==> config.mk <==
export PLATFORM = sky130hd
export DESIGN_NAME = dac_serial_tx_flat
export DESIGN_NICKNAME = d
export VERILOG_FILES = /design/src/rtl/dac_serial_tx_if.sv /design/src/rtl/dac_serial_tx.sv /design/src/flat_wrapper.sv
export SDC_FILE = /design/constraint.sdc
export NUM_CORES = 1
export LEC_CHECK = 0
export BUFFER_PORTS_ARGS = -buffer_cell sky130_fd_sc_hd__buf_4
export CAP_MARGIN = 5
export CORE_ASPECT_RATIO = 0.7
export CORE_MARGIN = 2
export CORE_UTILIZATION = 35
export DETAILED_ROUTE_END_ITERATION = 10
export GPL_TIMING_DRIVEN = 0
export PLACE_DENSITY = 0.49
export SLEW_MARGIN = 10
export SYNTH_ARGS = -nofsm -noshare
export SYNTH_HDL_FRONTEND = slang
export SYNTH_SLANG_ARGS = --single-unit
==> constraint.sdc <==
create_clock -name clk -period 1.85 [get_ports clk]
set_input_delay 0.37 -clock clk [delete_from_list [all_inputs] [get_ports clk]]
set_output_delay 0.37 -clock clk [all_outputs]
set_load 0.02 [all_outputs]
==> src/rtl/dac_serial_tx_if.sv <==
// Sample handshake between an audio producer and the serial DAC transmitter.
interface dac_serial_tx_if;
    logic [11:0] sample_in;
    logic        sample_valid;
    logic        sample_ready;

    // Producer side: drives samples, observes ready.
    modport master (
        output sample_in,
        output sample_valid,
        input  sample_ready
    );

    // Transmitter side: consumes samples, drives ready.
    modport slave (
        input  sample_in,
        input  sample_valid,
        output sample_ready
    );
endinterface

==> src/rtl/dac_serial_tx.sv <==
// Serial DAC transmitter: one 12-bit sample per frame, shifted MSB-first as
// {2'b00, PD_MODE, sample} over SYNC/SCLK/DIN. The block keeps its own frame
// timing and repeats the previous sample (flagging underrun) when starved.
module dac_serial_tx #(
    parameter int unsigned FRAME_CYCLES = 2268,
    parameter int unsigned SCLK_HALF    = 2,
    parameter logic [1:0]  PD_MODE      = 2'b00
) (
    input  logic            clk,
    input  logic            reset,
    dac_serial_tx_if.slave  smp,
    output logic            sclk,
    output logic            sync_n,
    output logic            sdata,
    output logic            busy,
    output logic            frame_done,
    output logic            underrun
);

    localparam int unsigned CNT_W    = (FRAME_CYCLES > 1) ? $clog2(FRAME_CYCLES) : 1;
    localparam int unsigned PH_W     = $clog2(2 * SCLK_HALF);
    localparam int unsigned SAMPLE_W = 12;
    localparam int unsigned WORD_W   = 16;
    localparam int unsigned IDX_W    = 4;

    typedef enum logic [1:0] {
        S_IDLE  = 2'd0,
        S_SHIFT = 2'd1,
        S_DONE  = 2'd2
    } state_t;

    state_t              state;
    logic [CNT_W-1:0]    frame_cnt;
    logic [PH_W-1:0]     phase;
    logic [IDX_W-1:0]    idx;
    logic [IDX_W-1:0]    idx_m1;
    logic [WORD_W-1:0]   word;
    logic [WORD_W-1:0]   start_word;
    logic [SAMPLE_W-1:0] hold;
    logic [SAMPLE_W-1:0] last;
    logic                hold_full;
    logic                ready_q;
    logic                frame_tick;
    logic                frame_start;
    logic                accept;

    assign frame_tick  = (frame_cnt == CNT_W'(FRAME_CYCLES - 1));
    assign frame_start = frame_tick && (state == S_IDLE);
    assign accept      = smp.sample_valid && ready_q;
    assign start_word  = {2'b00, PD_MODE, (hold_full ? hold : last)};
    assign idx_m1      = idx - IDX_W'(1);

    // ready is kept as its own register, always the complement of hold_full
    assign smp.sample_ready = ready_q;

    // Free-running frame counter; the tick on its last count starts a frame.
    always_ff @(posedge clk or negedge reset) begin
        if (!reset) begin
            frame_cnt <= '0;
        end else if (frame_tick) begin
            frame_cnt <= '0;
        end else begin
            frame_cnt <= frame_cnt + CNT_W'(1);
        end
    end

    // Single-entry holding register; a frame start drains it into last.
    // accept needs hold empty and the drain needs hold full, so they never collide.
    always_ff @(posedge clk or negedge reset) begin
        if (!reset) begin
            hold      <= '0;
            last      <= '0;
            hold_full <= 1'b0;
            ready_q   <= 1'b1;
        end else if (accept) begin
            hold      <= smp.sample_in;
            hold_full <= 1'b1;
            ready_q   <= 1'b0;
        end else if (frame_start && hold_full) begin
            last      <= hold;
            hold_full <= 1'b0;
            ready_q   <= 1'b1;
        end
    end

    // Frame FSM with registered SYNC/SCLK/DIN and status pulses.
    always_ff @(posedge clk or negedge reset) begin
        if (!reset) begin
            state      <= S_IDLE;
            idx        <= '0;
            phase      <= '0;
            word       <= '0;
            sclk       <= 1'b1;
            sync_n     <= 1'b1;
            sdata      <= 1'b0;
            busy       <= 1'b0;
            frame_done <= 1'b0;
            underrun   <= 1'b0;
        end else begin
            frame_done <= 1'b0;
            underrun   <= 1'b0;
            case (state)
                S_IDLE: begin
                    sclk   <= 1'b1;
                    sync_n <= 1'b1;
                    busy   <= 1'b0;
                    if (frame_start) begin
                        state    <= S_SHIFT;
                        word     <= start_word;
                        idx      <= IDX_W'(WORD_W - 1);
                        phase    <= '0;
                        sync_n   <= 1'b0;
                        busy     <= 1'b1;
                        sdata    <= start_word[WORD_W-1];
                        underrun <= ~hold_full;
                    end
                end
                S_SHIFT: begin
                    if (phase == PH_W'(2 * SCLK_HALF - 1)) begin
                        // end of the low phase: next bit, or close the frame
                        phase <= '0;
                        sclk  <= 1'b1;
                        if (idx == '0) begin
                            state      <= S_DONE;
                            sync_n     <= 1'b1;
                            busy       <= 1'b0;
                            sdata      <= 1'b0;
                            frame_done <= 1'b1;
                        end else begin
                            idx   <= idx_m1;
                            sdata <= word[idx_m1];
                        end
                    end else begin
                        phase <= phase + PH_W'(1);
                        if (phase == PH_W'(SCLK_HALF - 1)) begin
                            sclk <= 1'b0;
                        end
                    end
                end
                S_DONE: begin
                    state <= S_IDLE;
                end
                default: begin
                    state  <= S_IDLE;
                    sclk   <= 1'b1;
                    sync_n <= 1'b1;
                    busy   <= 1'b0;
                end
            endcase
        end
    end

endmodule

==> src/flat_wrapper.sv <==
// flat-port wrapper written by rule: the top's interface ports become plain ports
module dac_serial_tx_flat 
#(
    parameter int unsigned FRAME_CYCLES = 2268,
    parameter int unsigned SCLK_HALF    = 2,
    parameter logic [1:0]  PD_MODE      = 2'b00
)
  (clk, reset, sclk, sync_n, sdata, busy, frame_done, underrun, smp_sample_in, smp_sample_valid, smp_sample_ready);
  dac_serial_tx_if smp_i ();
  input  logic clk;
  input  logic reset;
  output logic sclk;
  output logic sync_n;
  output logic sdata;
  output logic busy;
  output logic frame_done;
  output logic underrun;
  input wire logic [$bits(smp_i.sample_in)-1:0] smp_sample_in;
  input wire logic [$bits(smp_i.sample_valid)-1:0] smp_sample_valid;
  output wire logic [$bits(smp_i.sample_ready)-1:0] smp_sample_ready;
  assign smp_i.sample_in = smp_sample_in;
  assign smp_i.sample_valid = smp_sample_valid;
  assign smp_sample_ready = smp_i.sample_ready;
  dac_serial_tx #(.FRAME_CYCLES(FRAME_CYCLES), .SCLK_HALF(SCLK_HALF), .PD_MODE(PD_MODE)) u_core (.clk(clk), .reset(reset), .smp(smp_i), .sclk(sclk), .sync_n(sync_n), .sdata(sdata), .busy(busy), .frame_done(frame_done), .underrun(underrun));
endmodule
==> results of run 1 <==
[per-stage QoR]
step           hold slack [ns]  cell area, um2  TNS [ns]
2_1_floorplan           0.0744            2930     -1.16
3_3_place_gp             0.466            3210     -8.20
3_5_place_dp             0.474            3210     -8.02
4_1_cts                  0.167            3590     -1.28
5_1_grt                  0.175            3700     -4.33
6_report                 0.120            3700     -2.36
[repair_timing]
item / CTS / global route
resized for setup: 18 / 18
setup endpoints to repair: 45 / 33
gates cloned: 0 / 2
pin swaps: 3 / 2
setup buffers: 5 / 3
[sequential cells by signal, summed over array words and instances (netlist names)]
register                 count
u_core.smp.sample_ready      1
u_core.sync_n                1
u_core.frame_cnt            12
u_core.state                 2
u_core.hold                 12
u_core.idx                   4
u_core.sdata                 1
u_core.sclk                  1
u_core.frame_done            1
u_core.phase                 2
u_core.underrun              1
u_core.hold_full             1
u_core.last                 12
u_core.word                 12
u_core.busy                  1
[report_power, final]
group          switching, W  internal, W  total [W]
logic             0.0000478    0.0000462  0.0000941
registers         0.0000245      0.00143    0.00146
clock network      0.000586      0.00101    0.00160
[metal layers]
layer / vias up / part of all wire / global-route usage
met5: - / 0 / 0
met4: 0 / 0.011 / 0.0402
met3: 5 / 0.051 / 0.0626
met2: 36 / 0.42 / 0.197
met1: 956 / 0.52 / 0.205
li1: 936 / - / -
[worst min-delay path by stage]
stage | from | cells after the start | to
2_1_floorplan | reset | 0 | u_core.busy
3_3_place_gp | u_core.busy | 1 | u_core.busy
3_5_place_dp | u_core.last[11] | 1 | u_core.last[11]
4_1_cts | reset | 1 | u_core.hold[11]
5_1_grt | smp_sample_valid | 2 | u_core.smp.sample_ready
6_report | reset | 1 | u_core.frame_cnt[6]
[cell usage in the layout (no fill, tap or decap), types with 3 or more instances in the layout]
cell                        Yosys  routed
sky130_fd_sc_hd__nand2_1        7       7
sky130_fd_sc_hd__xor2_1         4       4
sky130_fd_sc_hd__clkbuf_16      0      10
sky130_fd_sc_hd__mux4_2         3       3
sky130_fd_sc_hd__mux2i_1       13      13
sky130_fd_sc_hd__clkbuf_8       0       3
sky130_fd_sc_hd__dfstp_2        3       3
sky130_fd_sc_hd__nand3_1        6       6
sky130_fd_sc_hd__a21oi_1       14      14
sky130_fd_sc_hd__mux2_2         4       4
sky130_fd_sc_hd__dfrtp_1       61      59
sky130_fd_sc_hd__nor2_1        25      25
sky130_fd_sc_hd__and3_1         3       3
sky130_fd_sc_hd__nor2b_1        4       4
sky130_fd_sc_hd__o32a_1         3       3
sky130_fd_sc_hd__mux2_4         0      11
sky130_fd_sc_hd__inv_1          8       7
sky130_fd_sc_hd__nand4_1        3       3
sky130_fd_sc_hd__nand2b_1       3       3
sky130_fd_sc_hd__xnor2_1        7       7
sky130_fd_sc_hd__nor3_1         7       6
sky130_fd_sc_hd__buf_4          2      28
sky130_fd_sc_hd__clkbuf_1       6       4
sky130_fd_sc_hd__mux2_1        21      10
[kinds of logic after synthesis]
group,after synthesis,synth area share
AO/OA/AOI/OAI,37,0.0842
XOR/XNOR,11,0.0331
multiplexers,41,0.165
buffers and inverters,21,0.0327
adder cells (fa/ha/maj),4,0.0172
flip-flops,64,0.551
AND/OR/NAND/NOR,64,0.117
[final cells by class]
class,instances,area share
sequential,64,0.434
tap,101,0.0341
clock buffer,14,0.0740
clock inverter,2,0.00338
inverter,9,0.00913
multi-input combinational,157,0.354
timing repair buffer,31,0.0690
buffer,9,0.0220
==> impl_metrics.prom, run 1 <==
# TYPE chip_impl_metric gauge
chip_impl_metric{name="grt_antenna_before_repair",unit=""} 0
chip_impl_metric{name="worst_slew_margin_rel",unit=""} 0.451
chip_impl_metric{name="grt_pass1_vias",unit=""} 1915
chip_impl_metric{name="pwr_density_cell",unit="nW/um2"} 851
chip_impl_metric{name="clk_path_buf_depth",unit=""} 2
chip_impl_metric{name="globalplace.congestion",unit=""} 0.736
chip_impl_metric{name="design.die.area",unit="um2"} 9080
chip_impl_metric{name="clk-insertion-delay-late",unit="ns"} 0.33
chip_impl_info{name="post_synth_most_frequent_cells",value="sky130_fd_sc_hd__dfrtp_1, sky130_fd_sc_hd__nor2_1, sky130_fd_sc_hd__mux2_1, sky130_fd_sc_hd__a21oi_1, sky130_fd_sc_hd__mux2i_1"} 1
chip_impl_metric{name="setup_viol",unit=""} 31
chip_impl_info{name="critPathCapture",value="u_core.idx[3]"} 1
chip_impl_metric{name="post-place-ws",unit="ns"} -0.296
chip_impl_metric{name="cts_inserted_buffers",unit=""} 9
chip_impl_metric{name="worst-path-max-fanout",unit=""} 6
chip_impl_info{name="cts_root_buffer",value="sky130_fd_sc_hd__clkbuf_16"} 1
chip_impl_metric{name="ioPinCount",unit=""} 22
chip_impl_info{name="timing.critical_path.cells",value="or4b_4 > nor4b_4 > buf_6 > o21ai_2 > o31a_1"} 1
chip_impl_metric{name="dp.cells",unit=""} 364
chip_impl_metric{name="critPathMaxStageDelay",unit="ns"} 0.56
chip_impl_info{name="synthDominantAreaCellType",value="sky130_fd_sc_hd__dfrtp_1"} 1
chip_impl_metric{name="vdd.ir_drop.worst",unit="uV"} 449
chip_impl_metric{name="synth_largest_type_area_fraction",unit=""} 0.524
chip_impl_info{name="endpoint_kind",value="register"} 1
chip_impl_metric{name="rrSetupSlack",unit="ns"} -0.13
chip_impl_metric{name="period_minus_slack",unit="ns"} 1.98
chip_impl_metric{name="yosysWarningCount",unit=""} 0
chip_impl_metric{name="timing.clock.skew",unit="ns"} 0.00563
chip_impl_metric{name="worst-endpoint-required",unit="ns"} 2.06
chip_impl_info{name="worstSetupStartpointType",value="register"} 1
chip_impl_metric{name="syn-instance-count",unit=""} 242
chip_impl_metric{name="max-cap-violations",unit=""} 0
chip_impl_info{name="violated_checks",value="setup timing"} 1
chip_impl_metric{name="drt-vias-per-instance",unit=""} 4.99
chip_impl_metric{name="num-fill-cells",unit=""} 743
chip_impl_metric{name="layout.nets",unit=""} 300
chip_impl_metric{name="share_of_layout_cells_above_drive_strength_1",unit=""} 0.311
chip_impl_metric{name="layoutNonFillerInstCount",unit=""} 387
chip_impl_metric{name="wire_length_of_the_first_global_routing_pass",unit="um"} 9800
chip_impl_info{name="worstReg2RegEnd",value="u_core.idx[3]"} 1
chip_impl_metric{name="yosys_register_bits",unit=""} 64
chip_impl_metric{name="tcrit_tclk_final",unit=""} 1.07
chip_impl_metric{name="power.static_leakage",unit="nW"} 1.76
chip_impl_metric{name="global_route.overflow_total",unit=""} 0
chip_impl_metric{name="numPortBuffers",unit=""} 21
chip_impl_metric{name="utilization",unit=""} 0.464
chip_impl_metric{name="hpwlAfterDp",unit="um"} 3860
chip_impl_metric{name="yosysUniqueCellTypes",unit=""} 43
chip_impl_metric{name="route.detailed.wl_per_inst",unit="um"} 15.5
chip_impl_info{name="cts_tree",value="done"} 1
chip_impl_metric{name="post_synth.cell_area_avg",unit="um2"} 12.0
chip_impl_metric{name="worst_setup_slack_after_layout",unit="ns"} -0.130
chip_impl_info{name="worst_path_max_delay_cell",value="sky130_fd_sc_hd__or4b_4"} 1
chip_impl_metric{name="initial_utilization",unit=""} 0.365
chip_impl_metric{name="dieHeight",unit="um"} 80.3
chip_impl_metric{name="r2r_cell_count",unit=""} 5
chip_impl_metric{name="globalRouteTotalUtil",unit=""} 0.144
chip_impl_info{name="worst_r2r_startpoint",value="u_core.frame_cnt[2]"} 1
chip_impl_metric{name="detail_route.wirelength",unit="um"} 6010
chip_impl_metric{name="timing_worst_slew_pin_value",unit="ns"} 0.824
chip_impl_info{name="synth_area_leaders",value="sky130_fd_sc_hd__dfrtp_1, sky130_fd_sc_hd__mux2_1, sky130_fd_sc_hd__mux2i_1"} 1
chip_impl_metric{name="arrival_worst_endpoint",unit="ns"} 2.19
chip_impl_metric{name="hold_viol",unit=""} 0
chip_impl_metric{name="route.antenna.remaining_nets",unit=""} 0
chip_impl_metric{name="vias",unit=""} 1933
chip_impl_metric{name="seqCellArea",unit="um2"} 1610
chip_impl_metric{name="drt_drc_violations_left",unit=""} 0
chip_impl_metric{name="area_growth_syn_to_layout",unit="%"} 27.1
chip_impl_info{name="outcome",value="finished, violations left"} 1
chip_impl_metric{name="grt_start_max_net_pins",unit=""} 65
chip_impl_info{name="startpoint",value="u_core.frame_cnt[2]"} 1
chip_impl_metric{name="timing.critical_path.depth",unit=""} 5
chip_impl_metric{name="mappedNetlistArea",unit="um2"} 2910
chip_impl_metric{name="antenna_cells",unit=""} 0
chip_impl_metric{name="slew_viol_final",unit=""} 0
chip_impl_info{name="timing.setup.critical_path_class",value="register to register"} 1
chip_impl_info{name="yosys.cell_count.top_type",value="sky130_fd_sc_hd__dfrtp_1"} 1
chip_impl_info{name="critical-path-top-delay-family",value="simple AND/OR/NAND/NOR gates"} 1
chip_impl_metric{name="multi_input_logic_area",unit="um2"} 1310
chip_impl_metric{name="timing.fmax",unit="MHz"} 505
chip_impl_metric{name="drtIter0Drc",unit=""} 72
chip_impl_metric{name="die_width",unit="um"} 113
chip_impl_metric{name="clk_transition_reported_paths",unit="ns"} 0.05
chip_impl_metric{name="totalPowerFinal",unit="W"} 0.00315
chip_impl_info{name="rsz_0062_raised_after_global_routing",value="true"} 1
chip_impl_metric{name="cts.htree.levels",unit=""} 3
chip_impl_metric{name="row_count",unit=""} 27
chip_impl_metric{name="synth.yosys.seq_area_share",unit=""} 0.551
chip_impl_metric{name="synth_edf_count",unit=""} 0
chip_impl_metric{name="drt-pass1-iter-count",unit=""} 4
chip_impl_metric{name="floorplan_core_area",unit="um2"} 7970
chip_impl_metric{name="ys_async_sr_fraction",unit=""} 1.00
chip_impl_metric{name="cts_hold_buffers",unit=""} 0
chip_impl_metric{name="syn-num-nets",unit=""} 261
chip_impl_metric{name="cts_sinks",unit=""} 64
chip_impl_info{name="hp-class",value="input port to asynchronous set/reset pin"} 1
chip_impl_info{name="yosys_most_used_dff",value="sky130_fd_sc_hd__dfrtp_1"} 1
chip_impl_metric{name="critPathBufInv",unit=""} 1
Power figures use the tool's default switching activity.
==> run 2, diff against run 1 <==
--- a/config.mk
+++ b/config.mk
@@ -5,6 +5,7 @@
 export SDC_FILE = /design/constraint.sdc
 export NUM_CORES = 1
 export LEC_CHECK = 0
+export ABC_AREA = 1
 export BUFFER_PORTS_ARGS = -buffer_cell sky130_fd_sc_hd__buf_4
 export CAP_MARGIN = 5
 export CORE_ASPECT_RATIO = 0.7
==> run 2 against run 1 <==
Against the previous run:
- the flow now finishes without violations
- final cell count increased by 36%
- register-to-register slack improved by 0.33 ns
- die area increased by 6.7%
- sequential share of layout area fell by 0.94 points
- largest cell class unchanged
==> impl_metrics.prom, run 2 <==
# TYPE chip_impl_metric gauge
chip_impl_info{name="layout_common_cells",value="sky130_fd_sc_hd__nand2_1, sky130_fd_sc_hd__dfrtp_1, sky130_fd_sc_hd__inv_1, sky130_fd_sc_hd__buf_4, sky130_fd_sc_hd__nor2_1"} 1
chip_impl_info{name="post_synth_most_frequent_cells",value="sky130_fd_sc_hd__nand2_1, sky130_fd_sc_hd__dfrtp_1, sky130_fd_sc_hd__inv_1, sky130_fd_sc_hd__nor2_1, sky130_fd_sc_hd__nand4_1"} 1
chip_impl_metric{name="clk-insertion-delay-late",unit="ns"} 0.33
chip_impl_metric{name="combPwrFrac",unit=""} 0.061
chip_impl_metric{name="p_switching",unit="W"} 0.000821
chip_impl_metric{name="setup_viol",unit=""} 0
chip_impl_metric{name="synth_edf_count",unit=""} 0
chip_impl_metric{name="die_width",unit="um"} 117
chip_impl_info{name="leading_cell_type_in_the_layout_fill_and_taps_excluded",value="sky130_fd_sc_hd__nand2_1"} 1
chip_impl_metric{name="grt_start_max_net_pins",unit=""} 65
chip_impl_metric{name="post_synth.cell_area_avg",unit="um2"} 8.54
chip_impl_info{name="worstReg2RegEnd",value="u_core.word[10]"} 1
chip_impl_metric{name="swShare",unit=""} 0.231
chip_impl_metric{name="cts.htree.levels",unit=""} 3
chip_impl_info{name="cts_tree",value="done"} 1
chip_impl_metric{name="ys_async_sr_fraction",unit=""} 1.00
chip_impl_metric{name="row_count",unit=""} 28
chip_impl_metric{name="mappedNetlistArea",unit="um2"} 3120
chip_impl_metric{name="hold_viol",unit=""} 0
chip_impl_metric{name="yosys_register_bits",unit=""} 64
chip_impl_metric{name="vdd.ir_drop.worst",unit="uV"} 561
chip_impl_metric{name="cell_internal_pwr",unit="W"} 0.00273
chip_impl_metric{name="cts_sinks",unit=""} 64
chip_impl_info{name="critPathCapture",value="u_core.word[10]"} 1
chip_impl_metric{name="cts_inserted_buffers",unit=""} 9
chip_impl_metric{name="timing_worst_slew_pin_value",unit="ns"} 0.796
chip_impl_metric{name="clockPowerShare",unit=""} 0.496
chip_impl_metric{name="worst-path-max-fanout",unit=""} 6
chip_impl_metric{name="dp.cells",unit=""} 506
chip_impl_info{name="hp-class",value="input port to asynchronous set/reset pin"} 1
chip_impl_metric{name="globalplace.congestion",unit=""} 0.807
chip_impl_metric{name="worst-endpoint-required",unit="ns"} 2.10
chip_impl_metric{name="power.static_leakage",unit="nW"} 1.94
chip_impl_metric{name="share_of_layout_cells_above_drive_strength_1",unit=""} 0.200
chip_impl_metric{name="max-cap-violations",unit=""} 0
chip_impl_metric{name="grt_antenna_before_repair",unit=""} 0
chip_impl_metric{name="rrSetupSlack",unit="ns"} 0.20
chip_impl_metric{name="clk_transition_reported_paths",unit="ns"} 0.05
chip_impl_metric{name="gr-usage-met2",unit=""} 0.198
chip_impl_metric{name="syn-num-nets",unit=""} 384
chip_impl_metric{name="numPortBuffers",unit=""} 21
chip_impl_metric{name="drtIter0Drc",unit=""} 97
chip_impl_metric{name="multi_input_logic_area",unit="um2"} 1310
chip_impl_metric{name="yosysUniqueCellTypes",unit=""} 37
chip_impl_metric{name="area_growth_syn_to_layout",unit="%"} 21.2
chip_impl_info{name="synthDominantAreaCellType",value="sky130_fd_sc_hd__dfrtp_1"} 1
chip_impl_metric{name="route.detailed.wl_per_inst",unit="um"} 12.1
chip_impl_metric{name="design.die.area",unit="um2"} 9690
chip_impl_metric{name="timing.fmax",unit="MHz"} 608
chip_impl_metric{name="met1_usage",unit=""} 0.219
chip_impl_metric{name="drt-vias-per-instance",unit=""} 4.50
chip_impl_metric{name="worst_setup_slack_after_layout",unit="ns"} 0.204
chip_impl_metric{name="totalPowerFinal",unit="W"} 0.00355
chip_impl_metric{name="antenna_cells",unit=""} 0
chip_impl_info{name="startpoint",value="u_core.frame_cnt[0]"} 1
chip_impl_metric{name="globalRouteTotalUtil",unit=""} 0.149
chip_impl_metric{name="timing.clock.skew",unit="ns"} 0.00621
chip_impl_info{name="cts_root_buffer",value="sky130_fd_sc_hd__clkbuf_16"} 1
chip_impl_metric{name="synth.yosys.seq_area_share",unit=""} 0.515
chip_impl_metric{name="drt-pass1-iter-count",unit=""} 5
chip_impl_metric{name="post-place-ws",unit="ns"} 0.104
chip_impl_metric{name="r2r_cell_count",unit=""} 8
chip_impl_metric{name="critPathMaxStageDelay",unit="ns"} 0.39
chip_impl_metric{name="seqCellArea",unit="um2"} 1610
chip_impl_metric{name="critPathBufInv",unit=""} 1
chip_impl_info{name="outcome",value="completed"} 1
chip_impl_metric{name="wire_length_of_the_first_global_routing_pass",unit="um"} 11200
chip_impl_info{name="yosys.cell_count.top_type",value="sky130_fd_sc_hd__nand2_1"} 1
chip_impl_metric{name="syn-instance-count",unit=""} 365
chip_impl_info{name="worst_path_max_delay_cell",value="sky130_fd_sc_hd__dfrtp_1"} 1
chip_impl_metric{name="initial_utilization",unit=""} 0.365
chip_impl_metric{name="yosysWarningCount",unit=""} 0
chip_impl_info{name="timing.critical_path.cells",value="ha_2 > nand2_1 > nor2_1 > nand3_2 > buf_4 > nor3_2 > nand2_1 > o211ai_1"} 1
chip_impl_metric{name="cts_hold_buffers",unit=""} 0
chip_impl_metric{name="worst_slew_margin_rel",unit=""} 0.469
chip_impl_info{name="cp_dominant_cell_by_count",value="sky130_fd_sc_hd__nand2_1"} 1
chip_impl_metric{name="share_seq_of_total_power",unit=""} 0.443
chip_impl_metric{name="period_minus_slack",unit="ns"} 1.65
chip_impl_info{name="synth_area_leaders",value="sky130_fd_sc_hd__dfrtp_1, sky130_fd_sc_hd__nand2_1, sky130_fd_sc_hd__inv_1"} 1
chip_impl_info{name="worst_r2r_startpoint",value="u_core.frame_cnt[0]"} 1
chip_impl_metric{name="layoutNonFillerInstCount",unit=""} 525
chip_impl_metric{name="num-fill-cells",unit=""} 937
chip_impl_info{name="yosys_most_used_dff",value="sky130_fd_sc_hd__dfrtp_1"} 1
chip_impl_metric{name="hpwlAfterDp",unit="um"} 4520
chip_impl_metric{name="dieHeight",unit="um"} 83.0
chip_impl_metric{name="timing.critical_path.depth",unit=""} 8
chip_impl_info{name="gr-max-usage-layer",value="met1"} 1
chip_impl_info{name="worstSetupStartpointType",value="register"} 1
chip_impl_metric{name="detail_route.wirelength",unit="um"} 6360
chip_impl_metric{name="vias",unit=""} 2360
chip_impl_metric{name="grt_pass1_vias",unit=""} 2279
chip_impl_metric{name="synth_largest_type_area_fraction",unit=""} 0.490
chip_impl_metric{name="ioPinCount",unit=""} 22
chip_impl_metric{name="global_route.overflow_total",unit=""} 0
chip_impl_info{name="endpoint_kind",value="register"} 1
chip_impl_metric{name="route.antenna.remaining_nets",unit=""} 0
chip_impl_metric{name="groute.layer.met3.usage",unit=""} 0.0547
chip_impl_metric{name="pwr_density_cell",unit="nW/um2"} 940
chip_impl_metric{name="arrival_worst_endpoint",unit="ns"} 1.89
chip_impl_metric{name="drt_drc_violations_left",unit=""} 0
chip_impl_metric{name="slew_viol_final",unit=""} 0
chip_impl_metric{name="tcrit_tclk_final",unit=""} 0.890
chip_impl_metric{name="floorplan_core_area",unit="um2"} 8550
chip_impl_metric{name="clk_path_buf_depth",unit=""} 2
chip_impl_info{name="timing.setup.critical_path_class",value="register to register"} 1
chip_impl_info{name="critical-path-top-delay-family",value="simple AND/OR/NAND/NOR gates"} 1
chip_impl_metric{name="layout.nets",unit=""} 419
-- run 2: worst min-delay path by stage --
stage / start / endpoint / slack, ns / depth (start not counted)
global route: reset / u_core.hold[10] / 0.20 / 1
floorplan: reset / u_core.busy / 0.07 / 0
finish: reset / u_core.hold[10] / 0.13 / 1
CTS: reset / u_core.hold[10] / 0.17 / 1
detailed placement: u_core.sclk / u_core.sclk / 0.46 / 2
global placement: u_core.last[2] / u_core.last[2] / 0.45 / 2
-- run 2: metal layers --
layer | wire [um] | up-vias
li1 | - | 1243
met1 | 3470 | 1070
met2 | 2510 | 38
met3 | 274 | 9
met4 | 103 | 0
met5 | 0 | -
-- run 2: through the flow --
step	TNS, ns	hold slack, ns	instance area, um2	utilization
after detailed placement	0	0.455	3420	0.401
final	0	0.134	3780	0.442
after CTS	0	0.167	3740	0.438
after global routing	-0.0173	0.200	3780	0.442
after global placement	0	0.452	3420	0.401
after floorplan	0	0.0744	3120	-
-- run 2: timing repair --
| action | 4_1_cts | 5_1_grt |
|---|---|---|
| setup endpoints to repair | 0 | 8 |
| buffers inserted | 0 | 3 |
| resized for setup | 0 | 4 |
-- run 2: power groups by stage --
stage / Clock [W] / Combinational (W) / Sequential (W)
3_3_place_gp: 0 / 0.000223 / 0.00159
3_5_place_dp: 0 / 0.000223 / 0.00159
5_1_grt: 0.00187 / 0.000255 / 0.00158
6_report: 0.00176 / 0.000218 / 0.00157
4_1_cts: 0.00181 / 0.000225 / 0.00157
2_1_floorplan: 0 / 0.000134 / 0.00157
-- run 2: logic make-up (layout without fill, tap and decap cells) --
family	Yosys count	count (layout)	share of synthesized area
AO/OA/AOI/OAI	37	37	0.0739
adder cells (fa/ha/maj)	4	4	0.0161
flip-flops	64	64	0.515
multiplexers	8	8	0.0257
XOR/XNOR	4	4	0.0112
buffers and inverters	50	90	0.0674
AND/OR/NAND/NOR	198	198	0.291
-- run 2: final cells by class --
type                            instances  area share
Buffer                                  9      0.0139
Timing Repair Buffer                   24      0.0477
Tap cell                              120      0.0397
Multi-Input combinational cell        251       0.347
Clock buffer                           12      0.0706
Inverter                               41      0.0424
Clock inverter                          4      0.0136
Sequential cell                        64       0.425
-- run 2: worst reg2reg max path: stages, from the launching register on --
cell and delay, ns:
sky130_fd_sc_hd__dfrtp_1 0.39, sky130_fd_sc_hd__ha_2 0.24, sky130_fd_sc_hd__nand2_1 0.08, sky130_fd_sc_hd__nor2_1 0.13, sky130_fd_sc_hd__nand3_2 0.17, sky130_fd_sc_hd__buf_4 0.19
sky130_fd_sc_hd__nor3_2 0.17, sky130_fd_sc_hd__nand2_1 0.09, sky130_fd_sc_hd__o211ai_1 0.09
